`config.mk`:
```
export PLATFORM = sky130hd
export DESIGN_NAME = spi_slave_core
export DESIGN_NICKNAME = d
export VERILOG_FILES = /design/src/rtl/spi_pkg.sv /design/src/rtl/spi_sync_edge.sv /design/src/rtl/spi_slave_core.sv
export SDC_FILE = /design/constraint.sdc
export NUM_CORES = 1
export LEC_CHECK = 0
export CAP_MARGIN = 20
export CELL_PAD_IN_SITES_DETAIL_PLACEMENT = 0
export CELL_PAD_IN_SITES_GLOBAL_PLACEMENT = 1
export CORE_MARGIN = 5
export CORE_UTILIZATION = 43
export DETAILED_ROUTE_END_ITERATION = 16
export PLACE_DENSITY = 0.8
export REMOVE_ABC_BUFFERS = 1
export SLEW_MARGIN = 20
export SYNTH_ARGS = -nofsm -noshare
export SYNTH_HDL_FRONTEND = slang
export SYNTH_SLANG_ARGS = --single-unit
```
`constraint.sdc`:
```
create_clock -name clk -period 2.4 [get_ports clk]
set_input_delay 0.72 -clock clk [delete_from_list [all_inputs] [get_ports clk]]
set_output_delay 0.72 -clock clk [all_outputs]
set_load 0.1 [all_outputs]
```
`src/rtl/spi_pkg.sv`:
```
// spi_pkg: shared SPI mode constants, defaults and slave FSM states
package spi_pkg;
  localparam bit CPOL = 1'b0;
  localparam bit CPHA = 1'b1;
  localparam int DEF_DWIDTH = 8;
  localparam bit MISO_FILL = 1'b1;
  typedef enum logic {IDLE, ACTIVE} slave_state_e;
endpackage

```
`src/rtl/spi_sync_edge.sv`:
```
// spi_sync_edge: multi-flop synchronizer with one-clk rise/fall strobes
module spi_sync_edge #(
  parameter int STAGES = 2,
  parameter bit RST_VAL = 1'b0
) (
  input  logic clk,
  input  logic rst,
  input  logic d,
  output logic rise,
  output logic fall
);
  logic [STAGES-1:0] sr;
  logic prev;
  // shift the async input through the chain; one extra flop for edge detection
  always_ff @(posedge clk)
    if (rst) begin
      sr <= {STAGES{RST_VAL}};
      prev <= RST_VAL;
    end else begin
      sr <= {sr[STAGES-2:0], d};
      prev <= sr[STAGES-1];
    end
  assign rise = sr[STAGES-1] & ~prev;
  assign fall = ~sr[STAGES-1] & prev;
endmodule

```
`src/rtl/spi_slave_core.sv`:
```
// spi_slave_core: mode-1 SPI slave with 1-deep tx holding and rx registers; SPI_SLAVE_OVERRUN_EN adds a sticky overrun flag
module spi_slave_core import spi_pkg::*; #(
  parameter int DWIDTH = DEF_DWIDTH,
  parameter int SYNC_STAGES = 2
) (
  input  logic              clk,
  input  logic              rst,
  input  logic              sclk,
  input  logic              ss_n,
  input  logic              mosi,
  output logic              miso,
  output logic              miso_oe,
  input  logic [DWIDTH-1:0] tx_data,
  input  logic              tx_wr,
  output logic              tx_full,
  output logic [DWIDTH-1:0] rx_data,
  output logic              rx_valid,
  input  logic              rx_rd,
  output logic              overrun
);
  localparam int CW = $clog2(DWIDTH);
  localparam logic [CW-1:0] LAST = CW'(DWIDTH - 1);
  localparam logic [DWIDTH-1:0] FILL = {DWIDTH{MISO_FILL}};
  slave_state_e state, state_n;
  logic sclk_rise, sclk_fall, ss_rise, ss_fall;
  logic [SYNC_STAGES-1:0] mosi_sr;
  logic [CW-1:0] bit_cnt;
  logic [DWIDTH-1:0] tx_shift, tx_hold, rx_shift, rx_word;
  logic act, done, reload, tx_acc;
  spi_sync_edge #(.STAGES(SYNC_STAGES), .RST_VAL(1'b0)) u_sclk (
    .clk(clk), .rst(rst), .d(sclk), .rise(sclk_rise), .fall(sclk_fall)
  );
  spi_sync_edge #(.STAGES(SYNC_STAGES), .RST_VAL(1'b1)) u_ss (
    .clk(clk), .rst(rst), .d(ss_n), .rise(ss_rise), .fall(ss_fall)
  );
  // mosi only needs the synchronizer so it stays aligned with the sclk strobes
  always_ff @(posedge clk)
    if (rst) mosi_sr <= '0;
    else mosi_sr <= {mosi_sr[SYNC_STAGES-2:0], mosi};
  assign act = (state == ACTIVE) & ~ss_rise;
  assign done = act & sclk_fall & (bit_cnt == LAST);
  assign reload = ((state == IDLE) & ss_fall) | done;
  assign tx_acc = tx_wr & ~tx_full;
  assign rx_word = {rx_shift[DWIDTH-2:0], mosi_sr[SYNC_STAGES-1]};
  // state register
  always_ff @(posedge clk)
    if (rst) state <= IDLE;
    else state <= state_n;
  // select edges move between idle and active; pad drives only while active
  always_comb begin
    state_n = state;
    miso_oe = state == ACTIVE;
    if (state == IDLE && ss_fall) state_n = ACTIVE;
    if (state == ACTIVE && ss_rise) state_n = IDLE;
  end
  // transmit side: holding register and shifter, reloaded at select and at each word end
  always_ff @(posedge clk)
    if (rst) begin
      tx_hold <= '0;
      tx_full <= 1'b0;
      tx_shift <= '0;
      miso <= 1'b0;
    end else begin
      if (tx_acc) tx_hold <= tx_data;
      tx_full <= tx_acc | (tx_full & ~reload);
      if (reload) tx_shift <= tx_full ? tx_hold : FILL;
      else if (act & sclk_rise) tx_shift <= {tx_shift[DWIDTH-2:0], 1'b0};
      if (state == ACTIVE && ss_rise) miso <= 1'b0;
      else if (act & sclk_rise) miso <= tx_shift[DWIDTH-1];
    end
  // receive side: sample on falling sclk, hand complete words to the rx register
  always_ff @(posedge clk)
    if (rst) begin
      bit_cnt <= '0;
      rx_shift <= '0;
      rx_data <= '0;
      rx_valid <= 1'b0;
    end else begin
      if (state == ACTIVE && ss_rise) begin
        bit_cnt <= '0;
        rx_shift <= '0;
      end else if (act & sclk_fall) begin
        bit_cnt <= done ? '0 : bit_cnt + 1'b1;
        rx_shift <= rx_word;
      end
      if (done) rx_data <= rx_word;
      rx_valid <= done | (rx_valid & ~rx_rd);
    end
`ifdef SPI_SLAVE_OVERRUN_EN
  // sticky overrun: set when a word lands on unread data, cleared by a read
  always_ff @(posedge clk)
    if (rst) overrun <= 1'b0;
    else overrun <= (done & rx_valid & ~rx_rd) | (overrun & ~rx_rd);
`else
  assign overrun = 1'b0;
`endif
endmodule
```
== Word-level counts from Yosys, hierarchy flattened ==
Index checks and enable logic that the tools add are counted.

* Register bits: 46
* Bits of input ports: 15
* Output and inout port bits: 13

* Add/subtract/negate cells: 1
* Eq/ne operators: 1
* Multiplexer cells: 4
* Bitwise logic cells: 24
* Reduce and logical (&&, ||, !) cells: 4

{| class="wikitable"
|+ Operators with widths
! kind !! number
|-
| $mux 8 || 3
|-
| $and 1x1->1 || 12
|-
| $not 1->1 || 9
|-
| $add 3x1->3 const B || 1
|-
| $eq 3x3->1 const B || 1
|-
| $mux 3 || 1
|-
| $or 1x1->1 || 3
|-
| $logic_and 1x1->1 || 2
|-
| $reduce_bool 2->1 || 1
|-
| $reduce_or 2->1 || 1
|}

== Logic depth before layout (Yosys ltp) ==
Gate-level depths: netlist of run 1.

* Word-level depth: 10
* Depth in mapped cells: 7
* Gate-level depth less buffers: 6

== Modules after synthesis ==
From an unflattened synthesis of run 1, not the netlist that was laid out.

* Cell total of the unflattened synthesis: 209
* Area total of the unflattened synthesis: 1,826.8 um^2

{| class="wikitable"
|+ By module, submodules not included
! module !! instances !! cells an instance !! area each (um^2)
|-
| spi_slave_core || 1 || 193 || 1,642.8
|-
| spi_sync_edge (u_ss) || 1 || 8 || 92.6
|-
| spi_sync_edge (u_sclk) || 1 || 8 || 91.3
|}

== Worst setup path after synthesis of run 1 ==
Ideal clock, no wire load.

* Kind: register to register
* Start point: reg state, in the netlist miso_oe
* End point: reg tx_shift[1]
* Setup time: 0.074 ns
* Arrival time: 1.931 ns
* Required time: 2.326 ns
* Slack: 0.395 ns
* Cell stages (with the launch flop): 6
* Path buffers: 1
* Cells stage by stage: dfxtp_1 -> buf_6 -> and4bb_1 -> a41oi_1 -> o22ai_1 -> o22ai_2

* Cells in the longest elaborated chain, start to end: 5
* Elaborated cells between the ends (all ways): 9
* Classes of those cells: mux (1); bitwise (7); reduce/logical (1)

{| class="wikitable"
|+ RTL lines
! item !! RTL line !! RTL
|-
| from (decl) || spi_slave_core.sv:24 || <nowiki>slave_state_e state, state_n;</nowiki>
|-
| from (signal assigned) || spi_slave_core.sv:48 || <nowiki>else state <= state_n;</nowiki>
|-
| $and 1x1->1 || spi_slave_core.sv:40 || <nowiki>assign act = (state == ACTIVE) & ~ss_rise;</nowiki>
|-
| $and 1x1->1 (2 in a row) || spi_slave_core.sv:41 || <nowiki>assign done = act & sclk_fall & (bit_cnt == LAST);</nowiki>
|-
| $or 1x1->1 || spi_slave_core.sv:42 || <nowiki>assign reload = ((state == IDLE) & ss_fall) | done;</nowiki>
|-
| $mux 8 or $reduce_bool 2->1 (tied branches) || - ||
|-
| to (signal assigned) || spi_slave_core.sv:66 || <nowiki>if (reload) tx_shift <= tx_full ? tx_hold : FILL;</nowiki>
|-
| to (signal assigned) || spi_slave_core.sv:67 || <nowiki>else if (act & sclk_rise) tx_shift <= {tx_shift[DWIDTH-2:0], 1'b0};</nowiki>
|-
| to (decl) || spi_slave_core.sv:28 || <nowiki>logic [DWIDTH-1:0] tx_shift, tx_hold, rx_shift, rx_word;</nowiki>
|}

Parallel ways exist; a longest one is shown, timed or not.
A chain may end at the register's enable or synchronous reset.

== Worst setup path after layout of run 1 ==
* Start point: reg bit_cnt[0]
* End point: reg rx_data[1]

* Cells in the longest elaborated chain, start to end: 2

{| class="wikitable"
|+ RTL lines
! item !! RTL line !! RTL
|-
| from (decl) || spi_slave_core.sv:27 || <nowiki>logic [CW-1:0] bit_cnt;</nowiki>
|-
| from (signal assigned) || spi_slave_core.sv:83 || <nowiki>bit_cnt <= done ? '0 : bit_cnt + 1'b1;</nowiki>
|-
| $eq 3x3->1 || spi_slave_core.sv:41 ||
|-
| $and 1x1->1 || spi_slave_core.sv:41 ||
|-
| to (signal assigned) || spi_slave_core.sv:86 || <nowiki>if (done) rx_data <= rx_word;</nowiki>
|-
| to (decl) || spi_slave_core.sv:16 || <nowiki>output logic [DWIDTH-1:0] rx_data,</nowiki>
|}

No other way between the ends.

==> results of run 1 <==
## layout make-up
cell class / count / area (sq um) / area share
sequential: 46 / 921 / 0.419
multi-input combinational: 119 / 805 / 0.366
timing repair buffer: 28 / 270 / 0.123
clock buffer: 6 / 82.6 / 0.0376
clock inverter: 1 / 30.0 / 0.0137
tap: 50 / 62.6 / 0.0285
inverter: 7 / 26.3 / 0.0120
## cells in the final DEF, fill, tap and decap left out, types with 3 or more instances in the layout
cell type / n
a21oi_1: 13
dfxtp_1: 46
clkdlybuf4s50_1: 14
buf_4: 12
mux2i_1: 19
inv_1: 7
clkbuf_8: 6
or2_2: 3
nor2b_1: 8
nand2_1: 18
nor2_1: 19
o22ai_1: 9
## power by group
part | switching (mW) | internal [mW] | leakage, nW
registers | 0.0174 | 0.783 | 0.374
clock network | 0.237 | 0.333 | 0.0573
logic | 0.0681 | 0.0566 | 0.526
total | 0.323 | 1.17 | 0.958
## layer usage
metal | share of wire | up-vias | global-route usage
met5 | 0 | - | 0
met4 | 0.0099 | 0 | 0.0415
met3 | 0.053 | 2 | 0.0401
met2 | 0.47 | 32 | 0.208
met1 | 0.46 | 600 | 0.166
li1 | - | 667 | -
## state kept, by name, summed over array words and instances (netlist names), 2 cells and up
signal     flops
rx_data        8
u_ss.sr        2
mosi_sr        2
tx_hold        8
bit_cnt        3
tx_shift       8
u_sclk.sr      2
rx_shift       7
## worst min path at each step
stage,end,cells after the start
CTS,u_ss.sr[1],1
global placement,u_ss.sr[1],1
finish,u_ss.sr[1],1
detailed placement,u_ss.sr[1],1
floorplan,u_ss.sr[1],1
global route,u_ss.sr[1],1
## stage by stage
step                hold slack [ps]  instance area [sq um]  utilization  power (mW)
finish                          413                   2200        0.545        1.50
global route                    455                   2200        0.545        1.56
CTS                             416                   2200        0.545        1.51
detailed placement              398                   2080        0.517       0.944
global placement                393                   2080        0.517       0.941
floorplan                       389                   1750            -       0.889
## kinds of logic (layout without fill, tap and decap cells)
family / count (synthesis) / in the layout / share of synthesized area
AND/OR/NAND/NOR: 64 / 64 / 0.190
multiplexers: 19 / 19 / 0.105
buffers and inverters: 17 / 42 / 0.0450
flip-flops: 46 / 46 / 0.510
AO/OA/AOI/OAI: 33 / 33 / 0.134
other: 1 / 1 / 0.00208
adder cells (fa/ha/maj): 2 / 2 / 0.0138
==> summary.md, run 1 <==
| Metric | Value |
|---|---|
| Share of cells above drive strength 1 | 0.174 |
| Final setup fails | 0 |
| RSZ-0062 raised after global routing | no |
| Synth top area share | 0.510 |
| Worst path required time | about 2600 ps |
| Die area | between 5000 and 6000 sq um |
| Max-Cap Viols | 0 |
| CTS tree | yes |
| Vias per cell | 5.06 |
| Crit path top cell by count | ha_1 |
| Non-filler cells, final | between 200 and 300 |
| Worst reg-to-reg path cell count | 6 |
| Core Box Area | between 4000 and 5000 sq um |
| Final WL | between 3000 and 4000 um |
| Post-synth top cells | dfxtp_1 (46), mux2i_1 (19), nor2_1 (19), nand2_1 (18), a21oi_1 (13) |
| Pleak | 0.958 nW |
| GRT Util Overall | 0.129 |
| Crit path DAT | around 2100 ps |
| Diode count | 0 |
| Worst slack at placement | about 400 ps |
| Setup TNS | 0 ps |
| Pre-antenna DRT Iters | 4 |
| Port Buffers | 26 |
| DRC Markers | 0 |
| Hpwl dp | 2370 um |
| Largest delay share family, worst path | simple AND/OR/NAND/NOR gates |
| Reg-to-reg slack, setup | 480 ps |
| Reg2Reg Capture Point | rx_data[1] |
| CP bufs+invs | 0 |
| Fin crit period | ~1900 ps |
| Pwr dens | around 680 nW/um^2 |
| Status | complete, no violations |
| Die height | ~75 um |
| Cells after DPL | 250 |
| Synth top area cells | dfxtp_1 (51%), mux2i_1 (11%), nor2_1 (3.9%), nand2_1 (3.7%), a21oi_1 (3.6%) |
| Boundary pin count | 28 |
| Synth Instances | 182 |
| Critical path class | flip-flop to flip-flop |
| Fillers | approximately 360 |
| Initial Util | 0.448 |
| Unique cell type count in the Yosys netlist | 37 |
| Worst-path clk slew | 70 ps |
| ANT nets after route | 0 |
| Post-synth EDFFs | 0 |
| Count leader, synth | dfxtp_1 |
| Startpoint types | flip-flop |
| Slowest cell on the critical path | nand3_1 |
| CTS Sinks | 46 |
| Postcts setup bufs | 0 |
| Min-delay src | u_ss.sr[0] |
| Initial antenna violation count | 0 |
| Yosys top cell by area | dfxtp_1 |
| GPL Wtd Cong | around 0.75 |
| Clock Skew | roughly 6.4 ps |
| Iter 0 DRT Violations | 37 |
| Mapped Area | roughly 1800 sq um |
| Root buf cell | clkbuf_8 |
| Synth Flop Type | dfxtp_1 |
| Post-synthesis sequential area ratio | 0.510 |
| Syn Area/Cell | a little under 10 sq um |
| GRT overflow | 0 |
| Area delta synth->final | 21.6% |
| Die Wd | approximately 75 um |
| Critical path endpoint | rx_data[1] |
| Final hold vios | 0 |
| Global-route wire length before repair | between 5000 and 6000 um |
| Setup crit start | bit_cnt[0] |
| Cts bufs inserted | 5 |
| Yosys Warn Count | 0 |
| Clock Path Buffers | 2 |
| CP endpoint kind | flip-flop |
| Largest net degree at the start of global routing | 34 |
| Vias in the first global route | 1220 |
| Ys async rst share | 0 |
| Measured slew at the worst slew-check pin | between 600 and 700 ps |
| VDD IR-drop max | a little over 400 uV |
| Worst Slack Setup Final | 485 ps |
| FP Rows | 23 |
| Final net count | ~220 |
| Post_cts resized | 0 |
| Hold-fix buffers, CTS | 0 |
| FMAX | around 0.52 GHz |
| Number of cells on the critical path | 6 |
| CP Cell Sequence | ha_1 -> ha_1 -> and3b_1 -> nand3_1 -> mux2i_1 -> nor2_1 |
| CP peak stage delay | about 470 ps |
| Final number of max-transition violations | 0 |
| Rel. slew slack | 0.587 |
| Routed vias | 1301 |
| Worst skew pair latency | 290 ps |
| HP Class | flip-flop to flip-flop |
| Worst r2r src | bit_cnt[0] |
| Final period utilization | 0.798 |
| H-tree depth | 2 |
| Worst Path Max Fanout | 9 |
| #FFs+latches synth | between 40 and 50 |
| Avg WL per Cell | approximately 13 um |
(Power assumes the default switching activity.)
==> run 2, diff against run 1 <==
- CORE_UTILIZATION: 43 -> 40
- PLACE_DENSITY: 0.8 -> 0.75
- clock period: 2.4 -> 1.89 ns (I/O delays scaled with it)
==> run 2 against run 1 <==
Routed wire length increased by 4.1%. Setup slack worse by 310 ps. Final cell count up 1.6%. Clock skew shrank 2.1 ps. Sequential share of layout area is 2.3 points lower. Maximum frequency grew 11%. Critical path type unchanged. Largest power group unchanged.
==> summary.md, run 2 (same netlist as run 1, synthesis figures left out) <==
| Metric | Value |
|---|---|
| Final setup fails | 0 |
| CTS Sinks | 46 |
| Worst-path clk slew | 70 ps |
| Crit path DAT | 1930 ps |
| Final period utilization | 0.909 |
| GRT Util Overall | 0.120 |
| Global-route wire length before repair | around 5700 um |
| Reg-to-reg slack, setup | ~170 ps |
| Non-filler cells, final | between 200 and 300 |
| Worst path required time | around 2100 ps |
| CP endpoint kind | flip-flop |
| Iter 0 DRT Violations | 31 |
| Die area | approximately 6000 sq um |
| Final hold vios | 0 |
| Vias per cell | ~5.0 |
| Status | complete, no violations |
| Final number of max-transition violations | 0 |
| Core Box Area | approximately 4400 sq um |
| Cells after DPL | roughly 250 |
| Clock Skew | about 4.3 ps |
| Postcts setup bufs | 0 |
| Critical path endpoint | tx_shift[3] |
| CTS tree | yes |
| Commonest non-fill, non-tap cells in the layout | dfxtp_1 (46), mux2i_1 (19), nor2_1 (19), nand2_1 (18), clkdlybuf4s50_1 (14) |
| WHS | slightly above 400 ps |
| Fin crit period | between 1500 and 2000 ps |
| Diode count | 0 |
| Vias in the first global route | between 1000 and 1500 |
| Final net count | around 230 |
| Max-Cap Viols | 0 |
| Most common cell after layout, fill and taps aside | dfxtp_1 |
| GPL Wtd Cong | between 0.7 and 0.8 |
| Initial antenna violation count | 0 |
| Top flop regs | rx_data x8, tx_hold x8, tx_shift x8 |
| Worst skew pair latency | between 200 and 300 ps |
| Root buf cell | clkbuf_8 |
| Boundary pin count | 28 |
| Pwr dens | 740 nW/um^2 |
| HP Class | flip-flop to flip-flop |
| Setup TNS | 0 ps |
| Final WL | 3360 um |
| RSZ-0062 raised after global routing | no |
| Die height | around 77 um |
| Pleak | a little under 1 nW |
| Largest net degree at the start of global routing | 34 |
| DRC Markers | 0 |
| Clock Path Buffers | 2 |
| Avg WL per Cell | 12.9 um |
| Initial Util | 0.415 |
| FMAX | roughly 0.58 GHz |
| Worst r2r src | bit_cnt[0] |
| Routed vias | approximately 1300 |
| VDD IR-drop max | around 470 uV |
| Setup crit start | bit_cnt[0] |
| Area delta synth->final | 28.6% |
| Port Buffers | 26 |
| ANT nets after route | 0 |
| Die Wd | roughly 77 um |
| Startpoint types | flip-flop |
| H-tree depth | 2 |
| FP Rows | 24 |
| Share of cells above drive strength 1 | 0.177 |
| Reg2Reg Capture Point | tx_shift[3] |
| Worst reg-to-reg path cell count | 6 |
| Critical path class | flip-flop to flip-flop |
| GRT overflow | 0 |
| Pre-antenna DRT Iters | 4 |
| Cts bufs inserted | 5 |
| Worst Path Max Fanout | 5 |
| Hpwl dp | ~2500 um |
==> run 2: changes by cell type in the layout (fill, tap and decap cells not counted) <==
cell / change
buf_12: +11
bufinv_16: -1
a41oi_1: -1
clkbuf_1: +2
a41oi_2: +1
clkbuf_8: -1
buf_4: -9
==> run 2: stage by stage <==
stage                     area, sq um   util  power [mW]  setup WS [ps]
final                            2320  0.534        1.72            172
after global routing             2320  0.534        1.81           40.9
after CTS                        2320  0.532        1.75           42.7
after detailed placement         2240  0.514        1.21           61.3
after global placement           2240  0.514        1.20            103
after floorplan                  1750      -        1.13           -529
==> run 2: what timing repair did <==
item                                    CTS  global route
resized for setup                         0             1
endpoints found under the setup margin    0             3
hold buffers                              0             0
endpoints found under the hold margin     0             0
==> run 2: layer usage <==
metal	global-route usage	routed length, um	part of all wire	vias up
met2	0.194	1630	0.49	25
met5	0	0	0	-
met4	0.0619	76	0.023	0
met3	0.0468	169	0.050	6
met1	0.134	1480	0.44	602
li1	-	-	-	675
==> run 2: worst min path at each step <==
stage,start,endpoint,slack (ps),depth (start not counted)
2_1_floorplan,u_ss.sr[0],u_ss.sr[1],390,1
3_3_place_gp,u_ss.sr[0],u_ss.sr[1],390,1
3_5_place_dp,u_ss.sr[0],u_ss.sr[1],390,1
4_1_cts,u_ss.sr[0],u_ss.sr[1],410,1
5_1_grt,u_ss.sr[0],u_ss.sr[1],430,1
6_report,u_ss.sr[0],u_ss.sr[1],410,1
==> run 2: layout make-up <==
cell class,instances,area [sq um]
inverter,7,26.3
sequential,46,921
tap,52,65.1
fill,385,2030
multi-input combinational,119,812
timing repair buffer,30,423
clock buffer,7,76.3
==> run 2: worst max-delay path, cell delays in order, from the launching register on <==
cell      delay, ps
dfxtp_1         330
ha_1            200
ha_1            230
and3b_1         230
o211ai_1        230
nand3b_1        220
o22ai_1         210
==> run 2: where the power goes <==
part,internal (mW),switching (mW)
Clock,0.254,0.281
Combinational,0.0787,0.0880
Sequential,0.995,0.0229
